$ cat src/rtl/gpu_pkg.sv
// Shared writeback definitions.
//   RZ_ADDR / PT_PRED : "no destination" encodings for register and predicate fields
//   wb_entry_t        : one buffered SP result {data, addr, pre, lane, is_pc}
//   wb_state_e        : completion tracker states
package gpu_pkg;

  localparam int unsigned WB_DATA_W = 32;
  localparam int unsigned WB_ADDR_W = 9;
  localparam int unsigned WB_PRED_W = 3;
  localparam int unsigned WB_LANE_W = 5;

  // All-ones destinations mean "do not write".
  localparam logic [WB_ADDR_W-1:0] RZ_ADDR = '1;
  localparam logic [WB_PRED_W-1:0] PT_PRED = '1;

  typedef struct packed {
    logic [WB_DATA_W-1:0] data;
    logic [WB_ADDR_W-1:0] addr;
    logic [WB_PRED_W-1:0] pre;
    logic [WB_LANE_W-1:0] lane;
    logic                 is_pc;
  } wb_entry_t;

  typedef enum logic [0:0] {
    WB_IDLE,
    WB_WAIT
  } wb_state_e;

endpackage

$ cat src/rtl/wb_fifo.sv
// Synchronous FIFO of writeback entries with the head read straight from registered storage.
//   clk_i, rst_ni : clock, asynchronous active-low reset
//   clr_i         : synchronous flush (wins over push/pop)
//   push_i        : write entry_i at the tail
//   pop_i         : retire the head (ignored when empty)
//   push_ok_o     : push accepted this cycle (not full, or full with a simultaneous pop)
//   full_o/empty_o: occupancy flags
//   count_o       : occupancy, $clog2(DEPTH)+1 bits
//   head_o        : oldest entry; meaningful only while !empty_o
module wb_fifo
  import gpu_pkg::*;
#(
  parameter int unsigned DEPTH = 4
) (
  input  logic                     clk_i,
  input  logic                     rst_ni,
  input  logic                     clr_i,
  input  logic                     push_i,
  input  wb_entry_t                entry_i,
  input  logic                     pop_i,
  output logic                     push_ok_o,
  output logic                     full_o,
  output logic                     empty_o,
  output logic [$clog2(DEPTH):0]   count_o,
  output wb_entry_t                head_o
);

  localparam int unsigned PtrW = $clog2(DEPTH);
  localparam int unsigned CntW = PtrW + 1;

  wb_entry_t        mem [DEPTH];
  logic [PtrW-1:0]  wr_ptr_q, rd_ptr_q;
  logic [CntW-1:0]  count_q;
  logic             pop_ok;

  assign full_o    = (count_q == CntW'(DEPTH));
  assign empty_o   = (count_q == '0);
  assign pop_ok    = pop_i && !empty_o;
  // A full buffer can still take a push when the head leaves in the same cycle.
  assign push_ok_o = push_i && (!full_o || pop_ok);

  always_ff @(posedge clk_i or negedge rst_ni) begin
    if (!rst_ni) begin
      wr_ptr_q <= '0;
      rd_ptr_q <= '0;
      count_q  <= '0;
    end else if (clr_i) begin
      wr_ptr_q <= '0;
      rd_ptr_q <= '0;
      count_q  <= '0;
    end else begin
      if (push_ok_o) wr_ptr_q <= wr_ptr_q + PtrW'(1);
      if (pop_ok)    rd_ptr_q <= rd_ptr_q + PtrW'(1);
      count_q <= count_q + CntW'(push_ok_o) - CntW'(pop_ok);
    end
  end

  // Storage needs no reset: consumers gate every field with !empty_o.
  always_ff @(posedge clk_i) begin
    if (push_ok_o && !clr_i) mem[wr_ptr_q] <= entry_i;
  end

  assign head_o  = mem[rd_ptr_q];
  assign count_o = count_q;

endmodule

$ cat src/rtl/sp_wb.sv
// Writeback stage behind the SP execution unit.
// Buffers per-lane results and retires them in order as register writes, predicate writes or
// PC redirects; pulses wb_done once every result ahead of sp_ack has retired.
//   clk, Resetn     : clock, asynchronous active-low reset
//   clr             : synchronous flush of buffer and tracker (err is kept)
//   sp_*            : result stream from the SP, sp_stall is registered back-pressure
//   rf_*            : register-file write port, held until rf_ready
//   pr_*            : predicate write, strobed once in the retire cycle
//   pc_req/pc_target: branch redirect pulse
//   wb_done         : completion pulse, err: sticky protocol error
module sp_wb
  import gpu_pkg::*;
#(
  parameter int unsigned DEPTH  = 4,
  parameter int unsigned DATA_W = WB_DATA_W,
  parameter int unsigned ADDR_W = WB_ADDR_W,
  parameter int unsigned PRED_W = WB_PRED_W,
  parameter int unsigned LANE_W = WB_LANE_W
) (
  input  logic              clk,
  input  logic              Resetn,
  input  logic              clr,
  input  logic              sp_outen,
  input  logic [DATA_W-1:0] sp_out,
  input  logic [ADDR_W-1:0] sp_des_addr,
  input  logic [PRED_W-1:0] sp_des_pre,
  input  logic [LANE_W-1:0] sp_cnt,
  input  logic              sp_set_pc_req,
  input  logic              sp_ack,
  output logic              sp_stall,
  output logic              rf_we,
  output logic [ADDR_W-1:0] rf_waddr,
  output logic [DATA_W-1:0] rf_wdata,
  output logic [LANE_W-1:0] rf_wlane,
  input  logic              rf_ready,
  output logic              pr_we,
  output logic [PRED_W-1:0] pr_waddr,
  output logic              pr_wdata,
  output logic [LANE_W-1:0] pr_wlane,
  output logic              pc_req,
  output logic [DATA_W-1:0] pc_target,
  output logic              wb_done,
  output logic              err
);

  localparam int unsigned CntW = $clog2(DEPTH) + 1;

  wb_entry_t       push_entry, head;
  logic            full, empty, valid;
  logic            push, pop, push_ok;
  logic            rf_need, pr_need;
  logic [CntW-1:0] count, occ_next;

  wb_state_e       state_q, state_d;
  logic [CntW-1:0] done_cnt_q, done_cnt_d;
  logic            done_q, done_d;
  logic            err_q, err_d;
  logic            stall_q;

  assign push_entry = '{data: sp_out, addr: sp_des_addr, pre: sp_des_pre,
                        lane: sp_cnt, is_pc: sp_set_pc_req};

  assign valid   = !empty;
  assign rf_need = (head.addr != RZ_ADDR);
  assign pr_need = (head.pre != PT_PRED);
  assign push    = sp_outen && !clr;
  // Branches and predicate-only results never wait on the register file.
  assign pop     = valid && !clr && (head.is_pc || !rf_need || rf_ready);

  wb_fifo #(
    .DEPTH (DEPTH)
  ) u_fifo (
    .clk_i     (clk),
    .rst_ni    (Resetn),
    .clr_i     (clr),
    .push_i    (push),
    .entry_i   (push_entry),
    .pop_i     (pop),
    .push_ok_o (push_ok),
    .full_o    (full),
    .empty_o   (empty),
    .count_o   (count),
    .head_o    (head)
  );

  // Occupancy as it will be at the end of this cycle.
  assign occ_next = clr ? '0 : count + CntW'(push_ok) - CntW'(pop);

  // State register.
  always_ff @(posedge clk or negedge Resetn) begin
    if (!Resetn) begin
      state_q    <= WB_IDLE;
      done_cnt_q <= '0;
      done_q     <= 1'b0;
      err_q      <= 1'b0;
      stall_q    <= 1'b0;
    end else begin
      state_q    <= state_d;
      done_cnt_q <= done_cnt_d;
      done_q     <= done_d;
      err_q      <= err_d;
      stall_q    <= (occ_next >= CntW'(DEPTH - 1));
    end
  end

  // Next-state logic for the completion tracker and error flag.
  always_comb begin
    state_d    = state_q;
    done_cnt_d = done_cnt_q;
    done_d     = 1'b0;
    err_d      = err_q | (push && full && !pop) | (sp_ack && (state_q == WB_WAIT));
    if (clr) begin
      state_d    = WB_IDLE;
      done_cnt_d = '0;
    end else begin
      case (state_q)
        WB_IDLE: begin
          if (sp_ack) begin
            if (occ_next == '0) begin
              done_d = 1'b1;
            end else begin
              done_cnt_d = occ_next;
              state_d    = WB_WAIT;
            end
          end
        end
        WB_WAIT: begin
          // Retirement is in order, so every pop belongs to the tracked instruction.
          if (pop) begin
            done_cnt_d = done_cnt_q - CntW'(1);
            if (done_cnt_q == CntW'(1)) begin
              done_d  = 1'b1;
              state_d = WB_IDLE;
            end
          end
        end
        default: state_d = WB_IDLE;
      endcase
    end
  end

  // Outputs.
  always_comb begin
    rf_we     = valid && !clr && !head.is_pc && rf_need;
    pr_we     = pop && !head.is_pc && pr_need;
    pc_req    = valid && !clr && head.is_pc;
    rf_waddr  = valid ? head.addr : '0;
    rf_wdata  = valid ? head.data : '0;
    rf_wlane  = valid ? head.lane : '0;
    pr_waddr  = valid ? head.pre : '0;
    pr_wdata  = valid && head.data[0];
    pr_wlane  = valid ? head.lane : '0;
    pc_target = valid ? head.data : '0;
    wb_done   = done_q && !clr;
    sp_stall  = stall_q;
    err       = err_q;
  end

endmodule

$ cat config.mk
export PLATFORM = sky130hd
export DESIGN_NAME = sp_wb
export DESIGN_NICKNAME = d
export VERILOG_FILES = /design/src/rtl/gpu_pkg.sv /design/src/rtl/wb_fifo.sv /design/src/rtl/sp_wb.sv
export SDC_FILE = /design/constraint.sdc
export NUM_CORES = 1
export LEC_CHECK = 0
export ABC_AREA = 1
export CAP_MARGIN = 10
export CORE_UTILIZATION = 53
export CTS_CLUSTER_SIZE = 16
export DETAILED_ROUTE_END_ITERATION = 10
export PLACE_DENSITY_LB_ADDON = 0.15
export SLEW_MARGIN = 20
export SYNTH_ARGS = -nofsm -noshare
export SYNTH_HDL_FRONTEND = slang
export SYNTH_SLANG_ARGS = --single-unit
$ cat constraint.sdc
create_clock -name clk -period 5.4 [get_ports clk]
set_clock_uncertainty 0.05 [all_clocks]
set_input_delay 1.35 -clock clk [delete_from_list [all_inputs] [get_ports clk]]
set_output_delay 1.35 -clock clk [all_outputs]
set_load 0.03 [all_outputs]
==> results.md, run 1 <==
- The flop and latch count out of synthesis is 214.
- Max-cap violations in this run came to 0.
- Before antenna repair, the detailed router went through 5 iterations.
- In this run the number of H-tree levels came out at 1.
- The share of the synthesized area in the top cell type is 0.6628.
- The root buffer cell chosen for the clock tree is sky130_fd_sc_hd__clkbuf_16.
- The run finished with clean final reports.
- The overall overflow remaining after global route is 0.
- The clock latency on the worst-skew pair is 0.49 ns.
- For the pin with the worst max-slew slack, the measured transition is 0.7498 ns.
- In the final routed layout, each cell accounts on average for 16.90 um.
- The maximum clock rate is 198.1 MHz.
- The starting density of the core is 0.5445.
- 149 I/O pins were placed.
- Once placement finished, the instance area stood at 10,500 um2.
- The tightest min-delay check is of the flop to flop type.
- For this run, the post-layout net count is 961.
- The finished layout holds 1,129 standard cells, fillers aside.
- The number of global-route vias before repair came to 5,990.
- The first global-routing pass estimated 30.19 mm of wire.
- The maximum number of pins on one net before global-route repair is 60.
- Wires add up to 19.08 mm.
- Summing all flip-flop and latch instances after layout gives 6361 um2.
- The number of buffers on the longest clock path is 3.
- Dividing the final minimum period by the clock period gives 0.9346.
- The synthesized area per cell is 11.56 um2.
- After clock tree synthesis, the setup repair step added 0 buffers.
- Setup violations remaining at the end of the flow were counted as 0.
- Synthesis produced 784 cells.
- The number of antenna violations at the first check in global routing is 0.
- The worst path buffer plus inverter count is 3.
- Detailed placement finished with a half-perimeter wire length of 11.28 mm.
- At the worst endpoint, the required time is 4.00 ns.
- For this block, the initial DRC count from the detailed router was 412.
- Across every metal layer, demand over resource in global routing totals 0.2192.
- The hold violation count in the final report is 0.
- The final count of pins violating max slew is 0.
- Data arrives at the worst endpoint at 3.65 ns.
- Of the cells placed in the final design, the portion with a size suffix greater than 1 is 0.07261.
- The power density over the cells is 587.1 nW/um2.
- Summing all multi-input logic gate instances after layout gives 2097 um2.
- In this design, the largest share of critical-path delay is due to buffers and inverters.
- The largest individual stage delay along the critical path comes from the cell sky130_fd_sc_hd__clkdlybuf4s50_1.
- Across all register-to-register paths, the minimum setup slack is 1.08 ns.
- After detailed routing, the number of vias per cell comes to 5.360.
- Clock-pin slew was measured on the worst setup and hold paths at 0.06 ns.
- The type of element capturing the critical path is an output pin.
- The area growth from synthesis to layout is 24.19%.
- On the final layout, the worst hold slack is 0.4307 ns.
- The initialized floorplan defines 47 standard-cell rows.
- In the final timing run, aggregate negative setup slack is 0 ns.
- The finished cells cover 11,250 um2.
- When the netlist entered floorplanning its net count stood at 852.
- The critical path goes through inv_2 > buf_4 > o21ai_0 > a21oi_1 > clkdlybuf4s50_1.
- The total number of cells along the worst setup path is 5.
- The worst register-to-register path begins at u_fifo.rd_ptr_q[0].
- The kind of start point of the critical path is a flop.
- In this run the worst path has a maximum fanout of 54.
- The critical path class is flop to output pin.
- The floorplan step set the die height to 132.8 um.
- The endpoint of the most critical setup path is rf_wdata[16].
- The die footprint is 17,620 um2.
- The analysis attributes to cell leakage a power of 0.004123 uW.
- Summing every instance area after synthesis gives 9061 um2.
- The netlist uses 30 different library cells.
- Counting the fill cells in the layout gives 1,198.
- The width of the die is 132.8 um.
- The largest total area in the synthesized netlist belongs to sky130_fd_sc_hd__edfxtp_1.
- The vias after detailed routing is 6,051.
- The delay contributed by the slowest stage of the critical path is 0.73 ns.
- The total CTS buffers is 22.
- The worst-case IR drop observed on VDD is 0.0004307 V.
- TritonCTS built the clock tree.
- The depth of the worst register-to-register path is 23.
- The number of gates resized after CTS was 0.
- The area of the core is 16,640 um2.
- The sequential cell area fraction in the yosys report is 0.7015.
- The number of nets with antenna violations after routing is 0.
- The number of buffers added on ports is 148.
- The total instance count after detailed placement is 1,089.
- Setup repair after global routing left no endpoint under its margin.
- The total DRC errors in the routed layout is 0.
- The number of sinks on the clock net is 214.
- The repair_antennas step left the layout with diodes totalling 0.
- The congestion estimate from routability-driven global placement came to 0.7937.
- Hold repair after CTS inserted 0 buffers.
- The number of synthesis warnings is 0.
- In this run the tightest slew margin relative to its limit is 0.4994.
- The critical path launch point is u_fifo.rd_ptr_q[0].
- In this run the critical register-to-register path is captured at done_cnt_q[0].
- The final critical-path required period is 5.047 ns.
- Ranked by total cell area, the synthesized netlist is headed by sky130_fd_sc_hd__edfxtp_1, sky130_fd_sc_hd__nor2_1, sky130_fd_sc_hd__o21ai_0.
- Once layout is complete, the utilization of the core stands at 0.6762.
==> power by group <==
group	switching (uW)	leakage, uW	internal, uW
Sequential	79.9	0.00200	1950
Clock	589	0.000368	948
Combinational	1950	0.00176	1100
Total	2620	0.00412	3990
==> logic make-up (layout without fill, tap and decap cells) <==
kind of cell	Yosys count	after routing	share of synthesized area
xor+xnor	1	1	0.0009668
flops	214	214	0.7015
compound gates	140	140	0.07926
fa+ha+maj	12	12	0.01657
buf+inv	125	250	0.07097
simple gates	292	292	0.1308
==> state kept, by name, indices dropped and copies added, names as in the netlist <==
name and count:
done_cnt_q 3, done_q 1, err 1, sp_stall 1
state_q 1, u_fifo.count_o 3, u_fifo.mem 200, u_fifo.rd_ptr_q 2
u_fifo.wr_ptr_q 2
==> metal layers <==
| metal | global-route usage | vias up | part of all wire |
|---|---|---|---|
| met5 | 0 | - | 0 |
| met4 | 0.06386 | 0 | 0.016 |
| met3 | 0.03525 | 27 | 0.054 |
| met2 | 0.3865 | 181 | 0.51 |
| met1 | 0.2801 | 2966 | 0.42 |
| li1 | - | 2877 | - |
==> synth_stat cells, drive strengths merged <==
master and instances:
nor3 2, xor2 1, nand4 1, buf 60, dfrtp 14, o21ai 86, nand3 33, a21oi 46
nor2 175, nand3b 1, o22ai 5, clkinv 1, ha 12, a22oi 1, o31ai 1, clkbuf 17
or2 3, a32o 1, nor3b 1, nand2 76, inv 47, edfxtp 200
==> worst reg2reg max path, delay by kind of cell, from the launching register on <==
| kind | cells | cell delay [ns] |
|---|---|---|
| fa+ha+maj | 3 | 0.76 |
| buf+inv | 3 | 0.78 |
| flops | 1 | 0.68 |
| simple gates | 17 | 1.96 |
==> placed cells by master, fill, tap and decap left out, types with 3 or more instances in the layout <==
cell and instances:
sky130_fd_sc_hd__o21ai_0 85, sky130_fd_sc_hd__clkbuf_16 25, sky130_fd_sc_hd__buf_4 14, sky130_fd_sc_hd__nor2_1 171
sky130_fd_sc_hd__inv_1 44, sky130_fd_sc_hd__nand2_1 73, sky130_fd_sc_hd__clkbuf_1 6, sky130_fd_sc_hd__ha_1 12
sky130_fd_sc_hd__inv_2 3, sky130_fd_sc_hd__edfxtp_1 200, sky130_fd_sc_hd__nor2_4 4, sky130_fd_sc_hd__dfrtp_1 12
sky130_fd_sc_hd__nand3_1 31, sky130_fd_sc_hd__o22ai_1 5, sky130_fd_sc_hd__or2_2 3, sky130_fd_sc_hd__clkdlybuf4s50_1 148
sky130_fd_sc_hd__a21oi_1 46, sky130_fd_sc_hd__clkinv_2 4
==> worst min path at each step <==
stage / from / to / cells after the start
2_1_floorplan: done_cnt_q[1] / done_cnt_q[1] / 2
3_3_place_gp: done_cnt_q[1] / done_cnt_q[1] / 2
3_5_place_dp: done_cnt_q[1] / done_cnt_q[1] / 2
4_1_cts: done_cnt_q[1] / done_cnt_q[1] / 2
5_1_grt: done_cnt_q[1] / done_cnt_q[1] / 2
6_report: done_cnt_q[1] / done_cnt_q[1] / 2
==> layout make-up <==
| class | instances | share of cell area |
|---|---|---|
| inverters | 48 | 0.01601 |
| repair buffers | 162 | 0.1410 |
| multi-input cells | 445 | 0.1863 |
| flip-flops and latches | 214 | 0.5653 |
| well taps | 220 | 0.02446 |
| clock inverters | 8 | 0.008117 |
| clock buffers | 32 | 0.05882 |
==> per-stage QoR <==
stage / power, uW / setup slack (ns)
after global placement: 5074 / 0.8768
after CTS: 6653 / 0.3584
final: 6607 / 0.3531
after detailed placement: 5113 / 0.7444
after floorplan: 4127 / 0.7687
after global routing: 6909 / 0.1291
Note: power is estimated with default switching activity, not from simulation.
==> inputs of run 2 (changes only) <==
--- a/config.mk
+++ b/config.mk
@@ -7,9 +7,10 @@
 export LEC_CHECK = 0
 export ABC_AREA = 1
 export CAP_MARGIN = 10
-export CORE_UTILIZATION = 53
+export CORE_UTILIZATION = 50
 export CTS_CLUSTER_SIZE = 16
 export DETAILED_ROUTE_END_ITERATION = 10
+export HOLD_SLACK_MARGIN = 0.15
 export PLACE_DENSITY_LB_ADDON = 0.15
 export SLEW_MARGIN = 20
 export SYNTH_ARGS = -nofsm -noshare
==> results.md, run 2 (synthesis gave the netlist of run 1 again) <==
- The share of total power dissipated in sequential elements is 0.306.
- The width of the die is 136.6 um.
- The leakage power of the design is 0.004088 uW.
- In the layout the commonest cells are sky130_fd_sc_hd__edfxtp_1, sky130_fd_sc_hd__nor2_1, sky130_fd_sc_hd__clkdlybuf4s50_1.
- The hold violation count in the final report came to 0.
- The global-route usage over all layers is 0.2112.
- Across the VDD grid, the largest voltage drop is 0.0004002 V.
- The register with the most flip-flops is u_fifo.mem.
- The vertical extent of the die is 136.6 um.
- The slowest cell on the critical path is sky130_fd_sc_hd__buf_4.
- The maximum number of pins on one net before global-route repair is 103.
- The quantity of gates resized following cts is 0.
- The starting density of the core is 0.5185.
- In the final layout, the share of cells above drive strength 1 is 0.06423.
- In this run the post-CTS setup repair buffer count came out at 0.
- Setup repair after global routing left no endpoint under its margin.
- The slew of the pin with the lowest slew margin is 1.096 ns.
- In this run, the number of DRC markers left after iteration 0 of detailed routing was 362.
- For the worst-skew pair, the clock arrives at the later sink with an insertion delay of 0.49 ns.
- Internal power comes to 3929 uW.
- Using the TritonRoute via totals, the vias-per-cell ratio works out to 5.340.
- The number of antenna diodes in the final layout is 0.
- The class of the most critical hold timing path is flop to flop.
- Derived from the worst setup path, the maximum achievable clock frequency is 205.2 MHz.
- The area of the core is 17,480 um2.
- The number of global-route vias before repair is 5,844.
- After the last flow step, the layout net total stands at 957.
- After floorplanning, the core was divided into 48 placement rows.
- In this run the clock root is driven by a sky130_fd_sc_hd__clkbuf_16.
- The vias after detailed routing is 6,023.
- The total CTS buffers is 23.
- Of all nets on the critical path, the largest fanout is 102.
- Setup violations remaining at the end of the flow were counted as 0.
- At the end of routability-driven placement, the weighted congestion stood at 0.8511.
- The count of TritonRoute iterations in the first routing pass is 5.
- The longest clock path from root to sink contains 3 buffers.
- The net switching share of the total power is 0.4004.
- The max-cap check violation count is 0.
- The clock net in this run drives a total of 214 sinks.
- The tightest hold margin is 0.4329 ns.
- 149 I/O pins were placed.
- The maximum level of the CTS H-tree is 1.
- The critical path in this run is classified as flop to output pin.
- The CTS tree is yes.
- Dividing the detail-routed wire length by the instance count gives 17.36 um.
- The detailed-route wire length is 19.58 mm.
- The area growth from synthesis to layout is 23.79%.
- The flow ran to the end, and the final reports show no timing, DRC or antenna violations.
- The final count of pins violating max slew came to 0.
- The commonest non-fill, non-tap cell in the layout is sky130_fd_sc_hd__edfxtp_1.
- In this design, the largest share of critical-path delay is due to buffers and inverters.
- Summed over all nets, the switching power comes to 2624 uW.
- The die footprint is 18,670 um2.
- The signal on the critical path passes through buf_4 > nand2_1 > o21ai_1 > nand2_1 > nand2_1 > nand2_1 > nor2_1 > nand3_1 > nand3_2 > nand2_4 > nor2_1 > clkdlybuf4s50_1.
- After legalization and detailed placement, the total HPWL measured 11.11 mm.
- Together, buffers and inverters on the worst path number 2.
- The final critical-path required period is 4.873 ns.
- The normalized max-slew margin is 0.2695.
- The total DRC errors in the routed layout is 0.
- The most prevalent standard cell on the critical path is sky130_fd_sc_hd__nand2_1.
- The global-route wire length before repair is 30.13 mm.
- The clock input transition at the sequential cells of the worst setup and hold paths is 0.06 ns.
- Of the available clock period, the critical path in the final layout requires 0.9023.
- For this design the ratio of total power to cell area is 584.2 nW/um2.
- On the worst path, the slowest cell contributes a delay of 0.82 ns.
- At the worst endpoint, the required time is 4.00 ns.
- The number of buffers added on ports is 148.
- The register with the most flip-flops in the layout has 200 of them.
- In this run the remaining antenna-violating nets after routing total 0.
- The total overflow left after global routing is 0.
- Hold repair after CTS inserted 0 buffers.
- The number of antenna violations at the first check in global routing was 0.
- For the worst setup path, the data arrival time is 3.47 ns.
- The share of total power dissipated in combinational logic is 0.471.
- Setup total negative slack on the finished layout was measured at 0 ns.
- The worst setup path is captured at an output pin.
- The clock share of power is 0.223.
- The worst setup path is launched from a flop.
run 2: cell count changes in the layout (fill, tap and decap cells not counted):
cell / before / now
sky130_fd_sc_hd__buf_4: 14 / 5
sky130_fd_sc_hd__clkinv_1: 2 / 7
sky130_fd_sc_hd__buf_12: 0 / 4
sky130_fd_sc_hd__clkbuf_1: 6 / 3
sky130_fd_sc_hd__clkbuf_16: 25 / 23
sky130_fd_sc_hd__clkbuf_8: 1 / 0
sky130_fd_sc_hd__clkinvlp_4: 1 / 0
sky130_fd_sc_hd__inv_6: 0 / 1
run 2: worst reg2reg max path, stage by stage, from the launching register on:
cell	delay (ns)
sky130_fd_sc_hd__dfrtp_4	0.41
sky130_fd_sc_hd__buf_4	0.82
sky130_fd_sc_hd__nand2_1	0.17
sky130_fd_sc_hd__nand3_1	0.14
sky130_fd_sc_hd__nand2_1	0.07
sky130_fd_sc_hd__nand2_1	0.10
sky130_fd_sc_hd__nor2_1	0.05
sky130_fd_sc_hd__nand3_1	0.12
sky130_fd_sc_hd__nand3_2	0.12
sky130_fd_sc_hd__nand2_4	0.13
sky130_fd_sc_hd__nand2_4	0.07
sky130_fd_sc_hd__nand2_2	0.23
sky130_fd_sc_hd__inv_1	0.08
sky130_fd_sc_hd__ha_1	0.27
sky130_fd_sc_hd__inv_1	0.06
sky130_fd_sc_hd__ha_1	0.20
sky130_fd_sc_hd__ha_1	0.29
sky130_fd_sc_hd__or2_2	0.30
sky130_fd_sc_hd__nand3_1	0.12
sky130_fd_sc_hd__nand2_1	0.06
sky130_fd_sc_hd__nand2_1	0.11
sky130_fd_sc_hd__nand2_1	0.10
sky130_fd_sc_hd__nand2_1	0.07
sky130_fd_sc_hd__nand2_1	0.05
run 2: final timing paths:
path	startpoint	to	slack (ns)	cells past startpoint
setup / recovery	u_fifo.rd_ptr_q[0]	pr_we	0.53	12
hold / removal	done_cnt_q[1]	done_cnt_q[1]	0.43	2
setup reg to reg	u_fifo.rd_ptr_q[0]	done_cnt_q[2]	1.12	23
hold reg to reg	done_cnt_q[1]	done_cnt_q[1]	0.43	2
max in group asynchronous	Resetn	u_fifo.rd_ptr_q[0]	3.59	1
min in group asynchronous	Resetn	u_fifo.count_o[1]	1.21	1
run 2: power groups by stage:
stage | Clock (uW) | Sequential, uW | Combinational [uW]
floorplan | 0 | 2030 | 2090
global placement | 0 | 2030 | 3070
global route | 1550 | 2010 | 3290
finish | 1460 | 2000 | 3090
detailed placement | 0 | 2040 | 3100
CTS | 1490 | 2000 | 3120
run 2: stage by stage:
step | cells | setup WS [ns] | util | total power, uW | instance area (um2)
after CTS | 1128 | 0.5229 | 0.6418 | 6614 | 11220
after floorplan | 784 | 0.7687 | - | 4127 | 9061
final | 1128 | 0.5275 | 0.6418 | 6553 | 11220
after global placement | 1089 | 0.8685 | 0.6019 | 5104 | 10520
after detailed placement | 1089 | 0.7449 | 0.6019 | 5139 | 10520
after global routing | 1128 | 0.2514 | 0.6418 | 6852 | 11220
run 2: routing by layer:
metal / vias up / global-route usage / share of wire
met5: - / 0 / 0
met4: 0 / 0.06543 / 0.022
met3: 35 / 0.03333 / 0.057
met2: 201 / 0.3697 / 0.50
met1: 2925 / 0.2693 / 0.42
li1: 2862 / - / -
run 2: area by class of cell:
cell class | instances | area, um2
Multi-Input combinational cell | 445 | 2097
Inverter | 48 | 180.2
Clock inverter | 13 | 111.4
Clock buffer | 26 | 586.8
Timing Repair Buffer | 157 | 1599
Sequential cell | 214 | 6361
Tap cell | 225 | 281.5
Fill cell | 1298 | 6260
